--- src/rtl/dds_sweep_ctrl.sv ---
// Frequency-sweep sequencer for one DDS channel: steps the tuning word from a
// latched start value to a latched stop value, holding each word for a dwell period.
module dds_sweep_ctrl #(
  parameter int unsigned FTW_W   = 32,
  parameter int unsigned DWELL_W = 24
) (
  input  logic               sys_clk_i,
  input  logic               sys_rst_i,
  input  logic               start_i,
  input  logic               abort_i,
  input  logic [1:0]         mode_i,
  input  logic [FTW_W-1:0]   ftw_start_i,
  input  logic [FTW_W-1:0]   ftw_stop_i,
  input  logic [FTW_W-1:0]   ftw_step_i,
  input  logic [DWELL_W-1:0] dwell_i,
  output logic [FTW_W-1:0]   ftw_o,
  output logic               ftw_valid_o,
  output logic               busy_o,
  output logic               done_o,
  output logic               dir_o
);

  typedef enum logic [1:0] {
    ST_IDLE,
    ST_RUN,
    ST_END
  } state_t;

  typedef enum logic [1:0] {
    MODE_SINGLE     = 2'b00,
    MODE_REPEAT     = 2'b01,
    MODE_TRIANGLE   = 2'b10,
    MODE_SINGLE_ALT = 2'b11
  } sweep_mode_t;

  state_t             state_q, state_d;
  logic [FTW_W-1:0]   ftw_q, ftw_d;
  logic               valid_q, valid_d;
  logic               busy_q, busy_d;
  logic               done_q, done_d;
  logic               dir_q, dir_d;
  logic [DWELL_W-1:0] cnt_q, cnt_d;

  // Latched sweep configuration
  sweep_mode_t        mode_q;
  logic [FTW_W-1:0]   start_q, lo_q, hi_q, step_q;
  logic [DWELL_W-1:0] dwell_q;
  logic               dir0_q, deg_q;

  logic               load;
  logic               deg_in;
  logic               hold_done;
  logic [FTW_W-1:0]   target;
  logic [FTW_W:0]     up_sum, dn_diff;
  logic [FTW_W-1:0]   up_next, dn_next;

  assign load   = (state_q == ST_IDLE) && start_i && !abort_i;
  assign deg_in = (ftw_start_i == ftw_stop_i) || (ftw_step_i == '0);

  always_ff @(posedge sys_clk_i or posedge sys_rst_i) begin
    if (sys_rst_i) begin
      mode_q  <= MODE_SINGLE;
      start_q <= '0;
      lo_q    <= '0;
      hi_q    <= '0;
      step_q  <= '0;
      dwell_q <= DWELL_W'(1);
      dir0_q  <= 1'b0;
      deg_q   <= 1'b0;
    end else if (load) begin
      mode_q  <= sweep_mode_t'(mode_i);
      start_q <= ftw_start_i;
      lo_q    <= (ftw_start_i > ftw_stop_i) ? ftw_stop_i : ftw_start_i;
      hi_q    <= (ftw_start_i > ftw_stop_i) ? ftw_start_i : ftw_stop_i;
      step_q  <= ftw_step_i;
      dwell_q <= (dwell_i == '0) ? DWELL_W'(1) : dwell_i;
      dir0_q  <= ftw_start_i > ftw_stop_i;
      deg_q   <= deg_in;
    end
  end

  // Rising steps saturate at hi, falling steps at lo; a carry or borrow out of
  // FTW_W bits also clamps, so the word can never wrap.
  assign up_sum    = {1'b0, ftw_q} + {1'b0, step_q};
  assign dn_diff   = {1'b0, ftw_q} - {1'b0, step_q};
  assign up_next   = (up_sum[FTW_W] || (up_sum[FTW_W-1:0] >= hi_q)) ? hi_q : up_sum[FTW_W-1:0];
  assign dn_next   = (dn_diff[FTW_W] || (dn_diff[FTW_W-1:0] <= lo_q)) ? lo_q : dn_diff[FTW_W-1:0];
  assign target    = dir_q ? lo_q : hi_q;
  assign hold_done = (cnt_q == dwell_q);

  always_ff @(posedge sys_clk_i or posedge sys_rst_i) begin
    if (sys_rst_i) begin
      state_q <= ST_IDLE;
      ftw_q   <= '0;
      valid_q <= 1'b0;
      busy_q  <= 1'b0;
      done_q  <= 1'b0;
      dir_q   <= 1'b0;
      cnt_q   <= '0;
    end else begin
      state_q <= state_d;
      ftw_q   <= ftw_d;
      valid_q <= valid_d;
      busy_q  <= busy_d;
      done_q  <= done_d;
      dir_q   <= dir_d;
      cnt_q   <= cnt_d;
    end
  end

  // ST_RUN holds intermediate words, ST_END holds the current endpoint (or the
  // single word of a degenerate sweep).
  always_comb begin
    state_d = state_q;
    ftw_d   = ftw_q;
    valid_d = 1'b0;
    busy_d  = busy_q;
    done_d  = 1'b0;
    dir_d   = dir_q;
    cnt_d   = cnt_q;

    if (abort_i && (state_q != ST_IDLE)) begin
      state_d = ST_IDLE;
      busy_d  = 1'b0;
    end else begin
      unique case (state_q)
        ST_IDLE: begin
          if (load) begin
            state_d = deg_in ? ST_END : ST_RUN;
            ftw_d   = ftw_start_i;
            valid_d = 1'b1;
            busy_d  = 1'b1;
            dir_d   = ftw_start_i > ftw_stop_i;
            cnt_d   = DWELL_W'(1);
          end
        end

        ST_RUN: begin
          if (!hold_done) begin
            cnt_d = cnt_q + 1'b1;
          end else begin
            ftw_d   = dir_q ? dn_next : up_next;
            valid_d = 1'b1;
            cnt_d   = DWELL_W'(1);
            state_d = ((dir_q ? dn_next : up_next) == target) ? ST_END : ST_RUN;
          end
        end

        ST_END: begin
          if (!hold_done) begin
            cnt_d = cnt_q + 1'b1;
          end else begin
            unique case (mode_q)
              MODE_REPEAT: begin
                ftw_d   = start_q;
                valid_d = 1'b1;
                cnt_d   = DWELL_W'(1);
                dir_d   = dir0_q;
                state_d = deg_q ? ST_END : ST_RUN;
              end
              MODE_TRIANGLE: begin
                valid_d = 1'b1;
                cnt_d   = DWELL_W'(1);
                if (deg_q) begin
                  ftw_d = start_q;
                end else begin
                  // Turn around: the endpoint already shown is skipped and the
                  // first word emitted is one step back toward the other end.
                  dir_d   = !dir_q;
                  ftw_d   = dir_q ? up_next : dn_next;
                  state_d = ((dir_q ? up_next : dn_next) == (dir_q ? hi_q : lo_q)) ? ST_END : ST_RUN;
                end
              end
              default: begin
                state_d = ST_IDLE;
                busy_d  = 1'b0;
                done_d  = 1'b1;
              end
            endcase
          end
        end

        default: state_d = ST_IDLE;
      endcase
    end
  end

  assign ftw_o       = ftw_q;
  assign ftw_valid_o = valid_q;
  assign busy_o      = busy_q;
  assign done_o      = done_q;
  assign dir_o       = dir_q;

endmodule
--- config.mk ---
export PLATFORM = sky130hd
export DESIGN_NAME = dds_sweep_ctrl
export DESIGN_NICKNAME = d
export VERILOG_FILES = /design/src/rtl/dds_sweep_ctrl.sv
export SDC_FILE = /design/constraint.sdc
export NUM_CORES = 1
export LEC_CHECK = 0
export BUFFER_PORTS_ARGS = -buffer_cell sky130_fd_sc_hd__buf_2
export CORE_UTILIZATION = 55
export DETAILED_ROUTE_END_ITERATION = 6
export MAX_ROUTING_LAYER = met4
export PLACE_DENSITY = 0.74
export RECOVER_POWER = 100
export SYNTH_ARGS = -nofsm -noshare
export SYNTH_HDL_FRONTEND = slang
export SYNTH_SLANG_ARGS = --single-unit
--- constraint.sdc ---
create_clock -name sys_clk_i -period 14.4 [get_ports sys_clk_i]
set_input_delay 0 -clock sys_clk_i [delete_from_list [all_inputs] [get_ports sys_clk_i]]
set_output_delay 0 -clock sys_clk_i [all_outputs]
set_load 0.05 [all_outputs]
==> results of run 1 <==
[cell type report]
type / count / area, sq um
multi-input cells: 1647 / 12180
fillers: 2762 / 11540
diodes: 1 / 2.502
repair buffers: 307 / 2177
clock inverters: 13 / 200.2
inverters: 176 / 661.9
flip-flops and latches: 218 / 5456
well taps: 448 / 560.5
clock buffers: 34 / 750.7
[stage by stage]
| stage | setup slack [ps] | cells | hold WS, ps | utilization [%] | area [sq um] |
|---|---|---|---|---|---|
| 6_report | 6454 | 2844 | 171.5 | 65.57 | 21990 |
| 4_1_cts | 7887 | 2843 | 117.1 | 65.80 | 22060 |
| 3_3_place_gp | 8030 | 2665 | 195.7 | 59.05 | 19800 |
| 2_1_floorplan | 8437 | 2156 | 150.6 | - | 18790 |
| 3_5_place_dp | 7947 | 2665 | 203.2 | 59.05 | 19800 |
| 5_1_grt | 4822 | 2844 | 194.5 | 65.57 | 21990 |
[timing repair]
item                                    in CTS  in global routing
endpoints found under the setup margin       0                  0
hold buffers                               131                  0
endpoints found under the hold margin      303                  0
setup buffers                                0                  0
[kinds of logic (layout without fill, tap and decap cells)]
family / after synthesis / after routing
buf+inv: 291 / 530
xor+xnor: 158 / 158
compound gates: 584 / 584
flops: 218 / 218
simple gates: 540 / 540
fa+ha+maj: 169 / 169
mux: 196 / 196
other cells: 0 / 1
[Yosys cell counts, types with 6 or more instances]
cell type,count,area [sq um]
or2_2,7,43.79
buf_1,9,33.78
o211ai_1,17,127.6
a21oi_1,153,765.7
or3_1,15,93.84
nor4_1,37,231.5
xor2_1,36,315.3
nand3_1,32,160.2
mux2i_1,107,1071
a31oi_1,9,56.30
dfrtp_1,217,5430
buf_4,6,45.04
o21a_1,12,90.09
xnor2_1,112,980.9
clkbuf_1,76,285.3
a2111o_1,15,168.9
inv_1,170,638.1
o31ai_1,23,172.7
a2111oi_0,8,70.07
and3_1,16,100.1
a21o_1,49,367.9
mux2_2,89,1002
o221ai_1,11,96.34
nand2_1,173,649.4
nand4_1,52,325.3
nand2b_1,13,81.33
nor2_1,113,424.2
nor3_1,28,140.1
o21ai_0,159,795.8
buf_2,22,110.1
nor2b_1,24,150.1
ha_1,167,2090
o21bai_1,7,52.55
o22ai_1,15,93.84
a221oi_1,24,210.2
or4_1,6,45.04
and2_1,8,50.05
a211oi_1,14,105.1
xnor3_1,8,180.2
[state kept, by name (all words and copies together) (netlist names)]
signal / flops
ftw_o: 32
hi_q: 32
lo_q: 32
start_q: 32
step_q: 32
cnt_q: 24
dwell_q: 24
mode_q: 2
state_q: 2
busy_o: 1
deg_q: 1
dir0_q: 1
dir_o: 1
done_o: 1
ftw_valid_o: 1
[metal layers]
layer,vias to the layer above,GRT usage [%],part of all wire (%)
li1,8233,-,-
met1,8874,53.70,44
met2,956,60.82,45
met3,143,6.886,9.0
met4,0,10.28,2.8
met5,-,-,0
[path summary, 6_finish.rpt]
check | from | to | cells past startpoint
max in group sys_clk_i | ftw_o[4] | ftw_o[7] | 17
worst min-delay path | start_i | busy_o | 6
worst min register to register | hi_q[14] | hi_q[14] | 2
worst max register to register | ftw_o[4] | ftw_o[7] | 17
worst max-delay path | sys_rst_i | step_q[26] | 5
min in group asynchronous | sys_rst_i | dwell_q[23] | 3
[critical path, delay by kind of cell]
kind                   cells  cell delay, ps
buffers and inverters      5            7870
==> metrics.md, run 1 <==
| Metric | Value |
|---|---|
| XOR/XNOR Fraction of Synth Area | `8.150%` |
| Slowest stage delay, CP | `~2800 ps` |
| Primary FF master, synth | `dfrtp_1` |
| Final cycle utilization of the critical path | `55.18%` |
| Routed vias | `between 15000 and 20000` |
| Vias in the first global route | `roughly 18000` |
| FP Rows | `67` |
| DRC | `0` |
| Wirelength per Cell | `23.76 um` |
| Maxcap violations | `5` |
| Post-cts sizing count | `0` |
| Final slew viol count | `321` |
| Setup TNS | `0 ps` |
| Root Buffer | `clkbuf_16` |
| Max-slew headroom | `-250.0%` |
| Tot GR Track Use | `39.48%` |
| Syn Inst Count | `2156` |
| Crit end category | `async pin` |
| Most common cell after layout, fill and taps aside | `dfrtp_1` |
| Synth cell types | `84` |
| Register bit total from synthesis | `218` |
| Syn_nets | `2451` |
| Die width | `approximately 190 um` |
| Post-synth EDFFs | `0` |
| FFs w/ async S/R, synth | `100.0%` |
| Final worst path period need | `roughly 8000 ps` |
| Worst hold path class | `input pin to flip-flop` |
| Commonest cells after routing, fill and taps aside | `dfrtp_1 (217), nand2_1 (173), inv_1 (169)` |
| Largest family of logic cells by synthesized area | `compound AO/OA/AOI/OAI gates` |
| Final WL | `67.58 mm` |
| Simple-Gate Fraction of Synth Area | `14.00%` |
| R2R Setup Slk | `7030 ps` |
| Post-synthesis mux area share | `11.03%` |
| CP Data Arrival Time | `between 7000 and 8000 ps` |
| Failing checks | `capacitance limit, slew limit` |
| HPWL Detailed | `49.03 mm` |
| Vias per cell | `roughly 6.4` |
| Share of cells above drive strength 1 | `approximately 13%` |
| Synthesized area | `around 19000 sq um` |
| Status | `finished with violations` |
| Clock sink total | `approximately 220` |
| CP Class | `input pin to async pin` |
| CORE AREA | `between 30000 and 40000 sq um` |
| First-pass GRT wire length | `roughly 100 mm` |
| Worst-skew pair later-pin latency | `around 590 ps` |
| IO Pins | `162` |
| Initial antenna violation count | `1` |
| Adder-Cell Fraction of Synth Area | `11.33%` |
| Die H | `186.8 um` |
| Avg Inst Size Synth | `approximately 8.7 sq um` |
| Initial DRC Count | `1814` |
| CP dominant cell by count | `clkbuf_1` |
| RePlAce Congestion | `0.9723` |
| Detail Route Antenna Nets | `0` |
| Critical-path top delay cell | `clkinvlp_2` |
| Port Buf Inserts | `between 150 and 200` |
| Die area | `34910 sq um` |
| Compound-Gate Fraction of Synth Area | `20.28%` |
| H-Tree Depth | `1` |
| Yosys warning total | `0` |
| Final setup vio count | `0` |
| Gr ovfl total | `0` |
| Tightest Pin Transition | `5250 ps` |
| Critical Path Start Type | `input pin` |
| Largest net degree at the start of global routing | `227` |
| Starting density of the core | `56.04%` |
| Final Hold Viols | `0` |
| Area Overhead vs Synth | `17.01%` |
| Num CTS Buffers | `26` |
| TritonCTS clock tree | `yes` |
| Critical path, cell by cell | `dlygate4sd3_1 -> buf_2 -> clkinvlp_2 -> clkbuf_1 -> clkbuf_1` |
| Post-synthesis sequential area ratio | `just under 30%` |
| RSZ-0062 raised after global routing | `no` |
| FMAX | `0.1258 GHz` |
| Data required, critical path | `14430 ps` |
| Clock Tree Buf Depth | `3` |
| Clock transition at path regs | `60 ps` |
| Crit-path max FO | `117` |
| Layout Nets | `2671` |
| Total iterations of the first detailed-routing run | `6` |
| Clk_skew | `10.30 ps` |
Power of run 1 is not shown: default switching activity piles up to over one toggle a cycle in this logic, so the estimate is an artifact.
==> inputs of run 2 (changes only) <==
- ABC_AREA: not set -> 1
- PLACE_DENSITY: 0.74 -> 0.77
- clock period: 14.4 -> 6.8 ns (I/O delays scaled with it)
==> run 2 against run 1 <==
Compared with the run above: the run ends with DRC, capacitance limit, slew limit left; final cell count increased by 55%; register-to-register slack got worse by 6400 ps; flip-flop and latch count unchanged; critical path depth increased by 6; sequential share of layout area decreased by 3.6 points; worst setup slack got worse by 5800 ps; utilization decreased by 1.2 points; global-route usage increased by 2.0 points; clock-buffer cell count increased by 5; die area increased by 19%; worst hold slack improved by 5.7 ps; synthesized cell count increased by 70%; largest cell class unchanged.
==> metrics.md, run 2 <==
| Metric | Value |
|---|---|
| Status | `finished with violations (unchanged)` |
| Failing checks | `DRC, capacitance limit, slew limit (was capacitance limit, slew limit)` |
| DRC | `3 (was 0)` |
| Final worst path period need | `a little over 6000 ps` |
| Layout Nets | `4170 (was 2671)` |
| Share of cells above drive strength 1 | `7.161% (was 12.57%)` |
| Starting density of the core | `55.94% (was 56.04%)` |
| Highest routed layer | `met4 (unchanged)` |
| Clock Tree Buf Depth | `3 (unchanged)` |
| FFs w/ async S/R, synth | `100.0% (unchanged)` |
| Largest net degree at the start of global routing | `133 (was 227)` |
| Vias per cell | `5.751 (was 6.402)` |
| Final Hold Viols | `0 (unchanged)` |
| Register bit total from synthesis | `218 (unchanged)` |
| Syn_nets | `3950 (was 2451)` |
| Synth cell types | `51 (was 84)` |
| CORE AREA | `39910 sq um (was 33530 sq um)` |
| Synthesized area | `22330 sq um (was 18790 sq um)` |
| Worst-skew pair later-pin latency | `600 ps (was 590 ps)` |
| Crit end category | `flip-flop (was async pin)` |
| HPWL Detailed | `62.27 mm (was 49.03 mm)` |
| Final WL | `84.03 mm (was 67.58 mm)` |
| Die H | `203.5 um (was 186.8 um)` |
| Syn Inst Count | `3655 (was 2156)` |
| Maxcap violations | `5 (unchanged)` |
| Clock sink total | `218 (unchanged)` |
| Crit-path max FO | `67 (was 117)` |
| H-Tree Depth | `1 (unchanged)` |
| Met3 WL | `7.273 mm (was 6.081 mm)` |
| Port Buf Inserts | `161 (unchanged)` |
| Critical Path Start Type | `flip-flop (was input pin)` |
| Initial DRC Count | `2691 (was 1814)` |
| Commonest cells after routing, fill and taps aside | `nand2_1 (1101), inv_1 (556), o21ai_0 (335) (was dfrtp_1 (217), nand2_1 (173), inv_1 (169))` |
| Wirelength per Cell | `19.00 um (was 23.76 um)` |
| Area Overhead vs Synth | `15.12% (was 17.01%)` |
| Max-slew headroom | `-169.3% (was -250.0%)` |
| Fillers | `3789 (was 2762)` |
| Yosys top cell by area | `dfrtp_1 (unchanged)` |
| Post-synth EDFFs | `0 (unchanged)` |
| Tightest Pin Transition | `4017 ps (was 5250 ps)` |
| Die width | `203.5 um (was 186.8 um)` |
| FMAX | `between 0.15 and 0.2 GHz` |
| Post-CTS setup buffer count | `0 (unchanged)` |
| Detail Route Antenna Nets | `0 (unchanged)` |
| Most numerous cell in the Yosys netlist | `nand2_1 (was dfrtp_1)` |
| RSZ-0062 raised after global routing | `no (unchanged)` |
| Num CTS Buffers | `27 (was 26)` |
| Post-synth top area share | `24.32% (was 28.90%)` |
| FP Rows | `73 (was 67)` |
| IO Pins | `162 (unchanged)` |
| Synth top area cells | `dfrtp_1 (24%), nand2_1 (19%), inv_1 (9.4%) (was dfrtp_1 (29%), ha_1 (11%), mux2i_1 (5.7%))` |
| Die area | `41410 sq um (was 34910 sq um)` |
| Hold Path Cell Cnt | `4 (was 6)` |
| Post-synthesis sequential area ratio | `24.44% (was 29.04%)` |
| M1 WL | `32.91 mm (was 29.40 mm)` |
| Total iterations of the first detailed-routing run | `7 (was 6)` |
| Tot GR Track Use | `41.44% (was 39.48%)` |
| CP Data Arrival Time | `6680 ps (was 7980 ps)` |
| Vias in the first global route | `23640 (was 17750)` |
| Setup TNS | `0 ps (unchanged)` |
| CP Class | `flip-flop to flip-flop (was input pin to async pin)` |
| Final setup vio count | `0 (unchanged)` |
| RePlAce Congestion | `1.072 (was 0.9723)` |
| Synth top cells by count | `nand2_1 (1103), inv_1 (557), o21ai_0 (335) (was dfrtp_1 (217), nand2_1 (173), inv_1 (170))` |
| Finished Core Util | `64.40% (was 65.57%)` |
| Final slew viol count | `349 (was 321)` |
| Data required, critical path | `7290 ps (was 14430 ps)` |
| Worst hold path class | `input pin to flip-flop (unchanged)` |
| Clock transition at path regs | `60 ps (about the same)` |
| Root Buffer | `clkbuf_16 (unchanged)` |
| Primary FF master, synth | `dfrtp_1 (unchanged)` |
| TritonCTS clock tree | `yes (unchanged)` |
| Clk_skew | `15.54 ps (was 10.30 ps)` |
| Final cycle utilization of the critical path | `90.99%` |
| Avg Inst Size Synth | `6.109 sq um (was 8.715 sq um)` |
| Initial antenna violation count | `1 (unchanged)` |
| Met2 Wirelength | `37.62 mm (was 30.22 mm)` |
| First-pass GRT wire length | `129.6 mm (was 104.0 mm)` |
| Reg2reg path depth | `11 (was 17)` |
| Routed vias | `25430 (was 18210)` |
| Yosys warning total | `0 (unchanged)` |
| Most common cell after layout, fill and taps aside | `nand2_1 (was dfrtp_1)` |
| Gr ovfl total | `0 (unchanged)` |
| Post-cts sizing count | `0 (unchanged)` |
==> run 2: cell count changes in the layout (fill, tap and decap cells not counted), moves of 104 or more <==
cell     delta
nor2_1    +104
inv_1     +387
mux2i_1   -107
nand3_1   +301
nand2_1   +928
o21ai_0   +175
==> run 2: stage by stage <==
stage	hold WS, ps	area, sq um	cells	setup WS, ps
after floorplan	109.6	22330	3655	837.3
after global placement	126.1	23360	4221	1196
after detailed placement	128.4	23360	4221	1250
after CTS	50.20	25780	4421	1206
after global routing	182.7	25700	4422	267.5
final	177.2	25700	4422	612.5
==> run 2: worst max-delay path, cell delays in order, from the launching register on <==
cell and delay (ps):
dfrtp_1 420, inv_1 100, ha_1 310, nand3_1 1630
inv_4 1410, nor2_1 140, a21oi_1 240, o21ai_0 220
nor3_4 150, buf_4 710, o211ai_1 500, o21ai_0 200
==> run 2: timing repair <==
item,4_1_cts,5_1_grt
hold buffers,150,0
endpoints found under the hold margin,271,0
endpoints found under the setup margin,0,0
==> run 2: layer usage <==
| layer | up-vias | track usage (%) |
|---|---|---|
| met5 | - | - |
| met4 | 0 | 26.56 |
| met3 | 298 | 5.401 |
| met2 | 1347 | 65.00 |
| met1 | 11570 | 50.30 |
| li1 | 12220 | - |
==> run 2: worst paths after layout <==
| check | endpoint | start | slack [ps] |
|---|---|---|---|
| worst max-delay path | ftw_o[20] | state_q[0] | 610 |
| worst min-delay path | dwell_q[20] | dwell_i[20] | 180 |
| worst max register to register | ftw_o[20] | state_q[0] | 610 |
| worst min register to register | cnt_q[7] | cnt_q[7] | 490 |
| max in group asynchronous | dir_o | sys_rst_i | 3630 |
| min in group asynchronous | step_q[9] | sys_rst_i | 1170 |
==> run 2: cell families (layout without fill, tap and decap cells) <==
group	count (synthesis)	after routing	synth area share [%]
compound gates	647	647	15.96
simple gates	1841	1841	35.29
xor+xnor	42	42	1.647
flops	218	218	24.44
buf+inv	738	979	13.13
other cells	0	1	0
fa+ha+maj	169	169	9.537
==> run 2: layout make-up <==
class | count | area [sq um] | area share [%]
diodes | 1 | 2.502 | 0.009735
clock buffers | 39 | 760.7 | 2.959
clock inverters | 11 | 157.7 | 0.6133
inverters | 589 | 2215 | 8.616
multi-input cells | 2699 | 13960 | 54.31
flip-flops and latches | 218 | 5460 | 21.24
well taps | 525 | 656.9 | 2.555
repair buffers | 340 | 2492 | 9.696
Power of run 2 is left out for the same reason.
